**config.mk**
```make
export PLATFORM = sky130hd
export DESIGN_NAME = i2c_master_arbiter
export DESIGN_NICKNAME = d
export VERILOG_FILES = /design/src/rtl/i2c_pkg.sv /design/src/rtl/i2c_master_arbiter_rr_picker.sv /design/src/rtl/i2c_master_arbiter.sv
export SDC_FILE = /design/constraint.sdc
export NUM_CORES = 1
export LEC_CHECK = 0
export CORE_MARGIN = 3
export CORE_UTILIZATION = 25
export CTS_CLUSTER_SIZE = 24
export DETAILED_ROUTE_END_ITERATION = 16
export GPL_ROUTABILITY_DRIVEN = 0
export PLACE_DENSITY = 0.5
export SETUP_SLACK_MARGIN = 0.4
export SLEW_MARGIN = 20
export SYNTH_ARGS = -nofsm -noshare
export SYNTH_HDL_FRONTEND = slang
export SYNTH_SLANG_ARGS = --single-unit
```
**constraint.sdc**
```tcl
create_clock -name clk -period 3.8 [get_ports clk]
set_input_delay 0.57 -clock clk [delete_from_list [all_inputs] [get_ports clk]]
set_output_delay 0.57 -clock clk [all_outputs]
set_load 0.005 [all_outputs]
```
**src/rtl/i2c_pkg.sv**
```systemverilog
// Shared definitions for the i2c master arbiter: master state codes,
// read/write encoding and the arbiter FSM state encoding.
package i2c_pkg;

    // State codes reported by the i2c master on its state port
    localparam logic [2:0] STATE_IDLE  = 3'd0;
    localparam logic [2:0] STATE_START = 3'd1;
    localparam logic [2:0] STATE_ADDR  = 3'd2;
    localparam logic [2:0] STATE_ACK   = 3'd3;
    localparam logic [2:0] STATE_DATA  = 3'd4;
    localparam logic [2:0] STATE_DONE  = 3'd5;

    // Direction encoding on the master rw port
    localparam logic RW_READ  = 1'b1;
    localparam logic RW_WRITE = 1'b0;

    // Arbiter sequencing states
    typedef enum logic [2:0] {
        ARB_IDLE,
        ARB_GRANT,
        ARB_RUN,
        ARB_CAPTURE,
        ARB_ABORT,
        ARB_RECOVER
    } arb_state_e;

endpackage

```
**src/rtl/i2c_master_arbiter_rr_picker.sv**
```systemverilog
// Round-robin picker: scans req starting at ptr, wrapping modulo NUM_REQ,
// and reports the first set bit as index and one-hot winner.
module rr_picker
    import i2c_pkg::*;
#(
    parameter int NUM_REQ = 4,
    parameter int IDX_W   = $clog2(NUM_REQ)
) (
    input  logic [NUM_REQ-1:0] req,
    input  logic [IDX_W-1:0]   ptr,
    output logic               valid,
    output logic [NUM_REQ-1:0] winner,
    output logic [IDX_W-1:0]   idx
);

    // Doubling the vector lets the wrapped scan use a plain increasing index
    logic [2*NUM_REQ-1:0] dbl;
    logic [IDX_W:0]       pos;

    assign dbl = {req, req};

    // First set request at or after ptr wins
    always_comb begin
        valid  = 1'b0;
        idx    = '0;
        pos    = '0;
        winner = '0;
        for (int k = 0; k < NUM_REQ; k++) begin
            pos = {1'b0, ptr} + (IDX_W+1)'(k);
            if (!valid && dbl[pos]) begin
                valid = 1'b1;
                if (pos >= (IDX_W+1)'(NUM_REQ))
                    idx = IDX_W'(pos - (IDX_W+1)'(NUM_REQ));
                else
                    idx = pos[IDX_W-1:0];
            end
        end
        if (valid)
            winner = NUM_REQ'(1) << idx;
    end

endmodule

```
**src/rtl/i2c_master_arbiter.sv**
```systemverilog
// Shares one i2c master between NUM_REQ requesters with round-robin
// arbitration. Each transaction releases the master from reset, waits for
// DONE (or a watchdog timeout), captures read data, then holds the master
// in reset for RECOVER_CYCLES before the next grant.
module i2c_master_arbiter
    import i2c_pkg::*;
#(
    parameter int NUM_REQ        = 4,
    parameter int TIMEOUT_CYCLES = 256,
    parameter int RECOVER_CYCLES = 4
) (
    input  logic                 clk,
    input  logic                 rst,
    input  logic [NUM_REQ-1:0]   req,
    input  logic [NUM_REQ-1:0]   req_rw,
    input  logic [8*NUM_REQ-1:0] req_wdata,
    output logic [NUM_REQ-1:0]   gnt,
    output logic [NUM_REQ-1:0]   done,
    output logic                 err,
    output logic [7:0]           rdata,
    output logic                 m_rst,
    output logic                 m_rw,
    output logic [7:0]           m_data_in,
    input  logic [7:0]           m_data_out,
    input  logic [2:0]           m_state
);

    localparam int IDX_W = $clog2(NUM_REQ);
    localparam int CNT_W = $clog2(TIMEOUT_CYCLES);
    localparam int REC_W = $clog2(RECOVER_CYCLES);

    arb_state_e         state_q, state_d;
    logic [NUM_REQ-1:0] oh_q, oh_d;
    logic [IDX_W-1:0]   ptr_q, ptr_d;
    logic [CNT_W-1:0]   cnt_q, cnt_d;
    logic [REC_W-1:0]   rec_q, rec_d;
    logic [7:0]         rdata_q, rdata_d;
    logic               m_rw_q, m_rw_d;
    logic [7:0]         m_data_in_q, m_data_in_d;

    logic               pick_valid;
    logic [NUM_REQ-1:0] pick_oh;
    logic [IDX_W-1:0]   pick_idx;
    logic               sel_rw;
    logic [7:0]         sel_wdata;

    rr_picker #(
        .NUM_REQ (NUM_REQ),
        .IDX_W   (IDX_W)
    ) u_picker (
        .req    (req),
        .ptr    (ptr_q),
        .valid  (pick_valid),
        .winner (pick_oh),
        .idx    (pick_idx)
    );

    // Select the winning requester's direction and write byte
    always_comb begin
        sel_rw    = 1'b0;
        sel_wdata = 8'h00;
        for (int i = 0; i < NUM_REQ; i++) begin
            if (pick_idx == IDX_W'(i)) begin
                sel_rw    = req_rw[i];
                sel_wdata = req_wdata[8*i +: 8];
            end
        end
    end

    // Next-state logic for the transaction sequencer
    always_comb begin
        state_d     = state_q;
        oh_d        = oh_q;
        ptr_d       = ptr_q;
        cnt_d       = cnt_q;
        rec_d       = rec_q;
        rdata_d     = rdata_q;
        m_rw_d      = m_rw_q;
        m_data_in_d = m_data_in_q;
        case (state_q)
            ARB_IDLE: begin
                // Latch the command here so it is already stable during GRANT
                if (pick_valid) begin
                    state_d     = ARB_GRANT;
                    oh_d        = pick_oh;
                    ptr_d       = (pick_idx == IDX_W'(NUM_REQ-1)) ? '0 : pick_idx + IDX_W'(1);
                    m_rw_d      = sel_rw;
                    m_data_in_d = sel_wdata;
                end
            end
            ARB_GRANT: begin
                cnt_d   = '0;
                state_d = ARB_RUN;
            end
            ARB_RUN: begin
                // DONE beats a simultaneous timeout; read data is taken while
                // the master still presents it, so rdata is valid with done
                if (m_state == STATE_DONE) begin
                    state_d = ARB_CAPTURE;
                    if (m_rw_q == RW_READ)
                        rdata_d = m_data_out;
                end else if (cnt_q == CNT_W'(TIMEOUT_CYCLES-1)) begin
                    state_d = ARB_ABORT;
                end else begin
                    cnt_d = cnt_q + CNT_W'(1);
                end
            end
            ARB_CAPTURE, ARB_ABORT: begin
                rec_d   = '0;
                state_d = ARB_RECOVER;
            end
            ARB_RECOVER: begin
                if (rec_q == REC_W'(RECOVER_CYCLES-1))
                    state_d = ARB_IDLE;
                else
                    rec_d = rec_q + REC_W'(1);
            end
            default: state_d = ARB_IDLE;
        endcase
    end

    // State and datapath registers
    always_ff @(posedge clk or negedge rst) begin
        if (!rst) begin
            state_q     <= ARB_IDLE;
            oh_q        <= '0;
            ptr_q       <= '0;
            cnt_q       <= '0;
            rec_q       <= '0;
            rdata_q     <= 8'h00;
            m_rw_q      <= 1'b0;
            m_data_in_q <= 8'h00;
        end else begin
            state_q     <= state_d;
            oh_q        <= oh_d;
            ptr_q       <= ptr_d;
            cnt_q       <= cnt_d;
            rec_q       <= rec_d;
            rdata_q     <= rdata_d;
            m_rw_q      <= m_rw_d;
            m_data_in_q <= m_data_in_d;
        end
    end

    // Outputs decode from registered state, so reset takes effect at once
    assign gnt       = (state_q inside {ARB_GRANT, ARB_RUN, ARB_CAPTURE, ARB_ABORT}) ? oh_q : '0;
    assign done      = (state_q inside {ARB_CAPTURE, ARB_ABORT}) ? oh_q : '0;
    assign err       = (state_q == ARB_ABORT);
    assign m_rst     = (state_q != ARB_RUN);
    assign rdata     = rdata_q;
    assign m_rw      = m_rw_q;
    assign m_data_in = m_data_in_q;

endmodule

```
# Yosys cells after proc, flatten, opt, wreduce, memory -nomap -nowiden
# Index checks and enable logic that the tools add are counted.
[totals]
elab_cells = 104
reg_bits = 36
[classes]
n_shift = 1
reduce_logical = 18
n_lt_le_gt_ge = 8
add_sub_neg = 10
n_eq_ne = 18
muxes = 41
[ops]
columns = ["operator", "n"]
rows = [
  ["$mux W8", 6],
  ["$mux W2", 10],
  ["$pmux W8 S2", 1],
  ["$pmux W3 S5", 1],
  ["$lt A3 B4 Y1 const B", 3],
  ["$mux W1", 12],
  ["$mux W3", 4],
  ["$ne A2 B2 Y1 const B", 5],
  ["$bmux W1 S3", 3],
  ["$eq A3 B3 Y1 const B", 3],
  ["$ge A3 B3 Y1 const B", 3],
  ["$reduce_and A3 Y1", 3],
  ["$add A8 B1 Y8 const B", 1],
  ["$eq A8 B8 Y1 const B", 1],
  ["$mux W4", 2],
  ["$sub A2 B1 Y2 const B", 4],
  ["$add A2 B2 Y3 const B", 2],
  ["$eq A2 B2 Y1 const B", 3],
  ["$eq A3 B2 Y1 const B", 2],
  ["$reduce_bool A2 Y1", 3],
  ["$add A2 B1 Y2 const B", 2],
  ["$lt A2 B4 Y1 const B", 1],
  ["$pmux W2 S2", 1],
  ["$reduce_and A2 Y1", 2],
  ["other kinds (14)", 18],
]

# Longest topological paths before layout
[logic_depth]
ltp_word = 17
mapped_depth = 10
ltp_nobuf = 9

# By module
# From an unflattened synthesis, not the netlist that was laid out.
[hier_totals]
cells_unflattened = 251
hier_area_um2 = 2308.5
[modules_own_cells]
columns = ["mod", "instances", "cells_each", "area_per_inst_um2"]
rows = [
  ["i2c_master_arbiter", 1, 219, 2125.8],
  ["rr_picker", 1, 32, 182.7],
]

# Worst setup path after synthesis
# Ideal clock, no wire load.
[synth_path]
path_kind = "input -> register"
from = "in req[2]"
to = "reg m_data_in_q[6], in the netlist m_data_in[6]"
setup_time_ns = 0.126
cell_stages = 9
arrival_time_ns = 2.075
setup_slack_ns = 1.599
path_cell_list = "mux2i_1 -> nor2_1 -> nor3_1 -> ha_1 -> clkbuf_1 -> clkbuf_1 -> o21ai_0 -> a22oi_1 -> a21oi_1"
[synth_via]
elab_chain_len = 17
elab_cells_between_ends = 31
classes_between = "eq/ne (3); mux (20); reduce/logical (8)"
[synth_lines]
columns = ["item", "line_no", "source"]
rows = [
  ["from (decl)", "i2c_master_arbiter.sv:14", "input logic [NUM_REQ-1:0] req,"],
  ["$bmux W1 S2", "i2c_master_arbiter_rr_picker.sv:30", "if (!valid && dbl[pos]) begin"],
  ["$mux W1 (not written as such)", "i2c_master_arbiter_rr_picker.sv:30", ""],
  ["$mux W1", "i2c_master_arbiter_rr_picker.sv:30", ""],
  ["$logic_not A1 Y1", "i2c_master_arbiter_rr_picker.sv:30", ""],
  ["$logic_and A1 B1 Y1", "i2c_master_arbiter_rr_picker.sv:30", ""],
  ["$mux W1", "i2c_master_arbiter_rr_picker.sv:30", ""],
  ["$logic_not A1 Y1", "i2c_master_arbiter_rr_picker.sv:30", ""],
  ["$logic_and A1 B1 Y1", "i2c_master_arbiter_rr_picker.sv:30", ""],
  ["$mux W1", "i2c_master_arbiter_rr_picker.sv:30", ""],
  ["$logic_not A1 Y1", "i2c_master_arbiter_rr_picker.sv:30", ""],
  ["$logic_and A1 B1 Y1", "i2c_master_arbiter_rr_picker.sv:30", ""],
  ["$mux W2", "i2c_master_arbiter_rr_picker.sv:30", ""],
  ["$logic_not A2 Y1", "i2c_master_arbiter.sv:63", "if (pick_idx == IDX_W'(i)) begin"],
  ["$mux W8 (4 in series)", "i2c_master_arbiter.sv:63", ""],
  ["to (signal assigned)", "i2c_master_arbiter.sv:141", "m_data_in_q <= m_data_in_d;"],
  ["to (decl)", "i2c_master_arbiter.sv:39", "logic [7:0] m_data_in_q, m_data_in_d;"],
]
# Parallel ways exist; a longest one is shown, timed or not. The select of a mux whose other input is x is not followed.
# A chain may end at the register's enable or synchronous reset.

# Final worst setup path
[layout_path]
from = "in req[0]"
to = "reg m_data_in_q[1], in the netlist m_data_in[1]"
# The elaborated chain is that of the path after synthesis.

==> impl_metrics.csv <==
group,metric,value,unit
sta,slew_headroom,43.34,%
placed_design,portBuffers,79,
global_routing,grtUsageTotal,12.15,%
sta,slew_viol_final,0,
power,power_density,618.8,mW/mm²
sta,timing.hold.ws,0.3834,ns
worst_setup_path,arrival,2.86,ns
sta,fmax,0.3705,GHz
synthesis,synthesis.area,0.002105,mm²
drt,drt_pre_antenna_iters,4,
global_routing,grt_max_degree,37,
power,switching_share,37.40,%
sta,tightest_slew,0.8499,ns
die,dieArea,0.009555,mm²
clocking,holdBufCountCts,0,
synthesis,synth_top_area_cell,"dfrtp_1",
die,pin_count,80,
synthesis,ys_warn_count,0,
worst_setup_path,crit_chain,"clkdlybuf4s50_1 > mux2i_1 > nor2_1 > nor3_1 > inv_1 > ha_1 > a21oi_1 > o21ai_0 > a22oi_1 > a21oi_1",
worst_hold_path,hp-class,"in2async",
sta,rsz0062_at_grt,"false",
cells_and_area,multi_input_area,0.001074,mm²
power,seqPwrFrac,35.0,%
worst_setup_path,cp_max_fo,19,
status,status,"finished, final reports clean",
sta,min_period,2.699,ns
synthesis,synth_cell_types,44,
drt,vias_per_cell,4.804,
global_routing,grt_antenna_before_repair,0,
cells_and_area,antenna_cells,0,
placed_design,dp_hpwl,4.223,mm
sta,hold_violations,0,
synthesis,async_flop_share,100.0,%
power,p_total,1.888,mW
cells_and_area,final_common_cell,"clkdlybuf4s50_1",
job,cap_violations,0,
power,combPwrFrac,49.1,%
clocking,path_clk_slew,0.08,ns
synthesis,synth_top_area_share,42.81,%
synthesis,netlist_instances,229,
sta,timing.final.ws_setup,1.101,ns
cells_and_area,layout_common_cells,"clkdlybuf4s50_1, dfrtp_1, a21oi_1",
clocking,htree_levels,2,
global_routing,gr-total-overflow,0,
drt,antenna_left,0,
die,chipWidth,97.75,µm
worst_setup_path,critical_path.max_stage_delay,0.49,ns
global_routing,grt_pass1_vias,1952,
synthesis,synth.area.top_cells,"dfrtp_1, a21oi_1, mux2_2",
die,rows,32,
clocking,cts.sinks,36,
worst_setup_path,end_kind,"flip-flop",
drt,wl,5.696,mm
clocking,cts_made_buffers,5,
clocking,clock_path_buffers,2,
power,p_leak,1.272,nW
power,clkPwrFrac,15.9,%
die,start_util,26.55,%
synthesis,synth-seq-cells,36,
power,internal_power,1.182,mW
clocking,cts_resized,0,
worst_setup_path,worstPathRequired,3.96,ns
cells_and_area,nets,361,
sta,skew,0.007531,ns
sta,final.setup.tns,0,ns
synthesis,synth_ff_type,"dfrtp_1",
clocking,clockRootBuffer,"clkbuf_8",
cells_and_area,drive_above_1_share,9.272,%
sta,fin_crit_sh,71.03,%
synthesis,syn-num-nets,288,
worst_setup_path,r2r_slack,1.40,ns
worst_setup_path,critPathSlowestCell,"clkdlybuf4s50_1",
drt,dr_total_vias,1941,
synthesis,synth-seq-area-share,42.81,%
synthesis,syn_avg_cell_area,9.190,µm²
drt,drc,0,
power,power.switching,706.2,µW
cells_and_area,final_util,38.49,%
worst_setup_path,crit_top_cell,"a21oi_1",
synthesis,synth_edf_count,0,
global_routing,grt_first_pass_wirelength,9.563,mm
worst_setup_path,cp-start-kind,"input pin",
drt,wire_per_inst,14.10,µm
power,irDropWorstVdd,0.2152,mV
drt,drt_iter0_drc,84,
cells_and_area,fill_cells,807,
sta,finalSetupViolCount,0,
cells_and_area,seqCellArea,900.9,µm²
clocking,cts_tree,"built",
placed_design,place_ws,0.7821,ns
clocking,cts_setup_buffers,0,
cells_and_area,syn2layout_area_growth,45.01,%
die,die_h,97.75,µm
clocking,clkLatencyLatePin,0.29,ns
die,core_area,0.007928,mm²
worst_setup_path,crit_type,"in2reg",
registers in the layout (all words and copies together), names as in the netlist:
register / flops
ptr_q: 2
oh_q: 4
state_q: 3
rdata: 8
m_rw: 1
cnt_q: 8
rec_q: 2
m_data_in: 8
cell families (layout without fill, tap and decap cells):
logic type	after synthesis	count (layout)	share of synthesized area, %
compound gates	70	70	20.10
xor+xnor	1	1	0.4162
fa+ha+maj	6	6	3.567
buf+inv	30	103	6.183
flops	36	36	42.81
mux	18	18	9.394
simple gates	68	68	17.54
power groups by stage:
stage	registers, mW	logic, mW	clock network [mW]
after global routing	0.688	1.05	0.329
after global placement	0.668	0.934	0
after CTS	0.664	0.945	0.312
after floorplan	0.612	0.594	0
final	0.661	0.927	0.300
after detailed placement	0.667	0.943	0
metrics by stage:
step           cells  area, µm²
2_1_floorplan    229       2105
3_3_place_gp     397       2955
3_5_place_dp     397       2955
4_1_cts          404       3052
5_1_grt          404       3052
6_report         404       3052
Yosys cell counts, types with 2 or more instances:
master and number:
nor3_1 4, nand4_1 3, clkbuf_1 5, nand3_1 5, ha_1 6, o41ai_1 2
mux2_2 14, and2_1 10, o22ai_1 2, o21ai_0 12, mux2i_1 4, a21oi_1 33
a22oi_1 9, nor2_1 15, inv_1 16, a311oi_1 2, buf_1 2, nand2_1 20
buf_2 4, nand2b_1 2, dfrtp_1 36
path summary, 6_finish.rpt:
check | startpoint | to | depth (start not counted)
max | req[0] | m_data_in[1] | 10
max in group asynchronous | rst | oh_q[2] | 1
max reg2reg | ptr_q[1] | m_data_in[1] | 9
min | rst | cnt_q[7] | 1
min in group clk | cnt_q[6] | cnt_q[6] | 1
min reg2reg | cnt_q[6] | cnt_q[6] | 1
layout make-up:
cell class	instances	share of cell area, %
Timing Repair Buffer	80	25.99
Tap cell	102	4.182
Inverter	16	1.968
Sequential cell	36	29.52
Clock buffer	7	3.157
Multi-Input combinational cell	163	35.18
metal layers:
metal  track usage [%]  share of wire, %  up-vias
li1                  -                 -      961
met1             16.46                48      905
met2             18.92                46       73
met3             3.786               6.1        2
met4             3.088              0.16        0
met5                 0                 0        -
critical path, delay by kind of cell:
kind	cells	cell delay (ns)
buffers and inverters	2	0.61
adders and majority gates	1	0.46
and+or+nand+nor	2	0.45
AOI/OAI and AO/OA	4	0.59
muxes	1	0.16
Power figures use the tool's default switching activity.
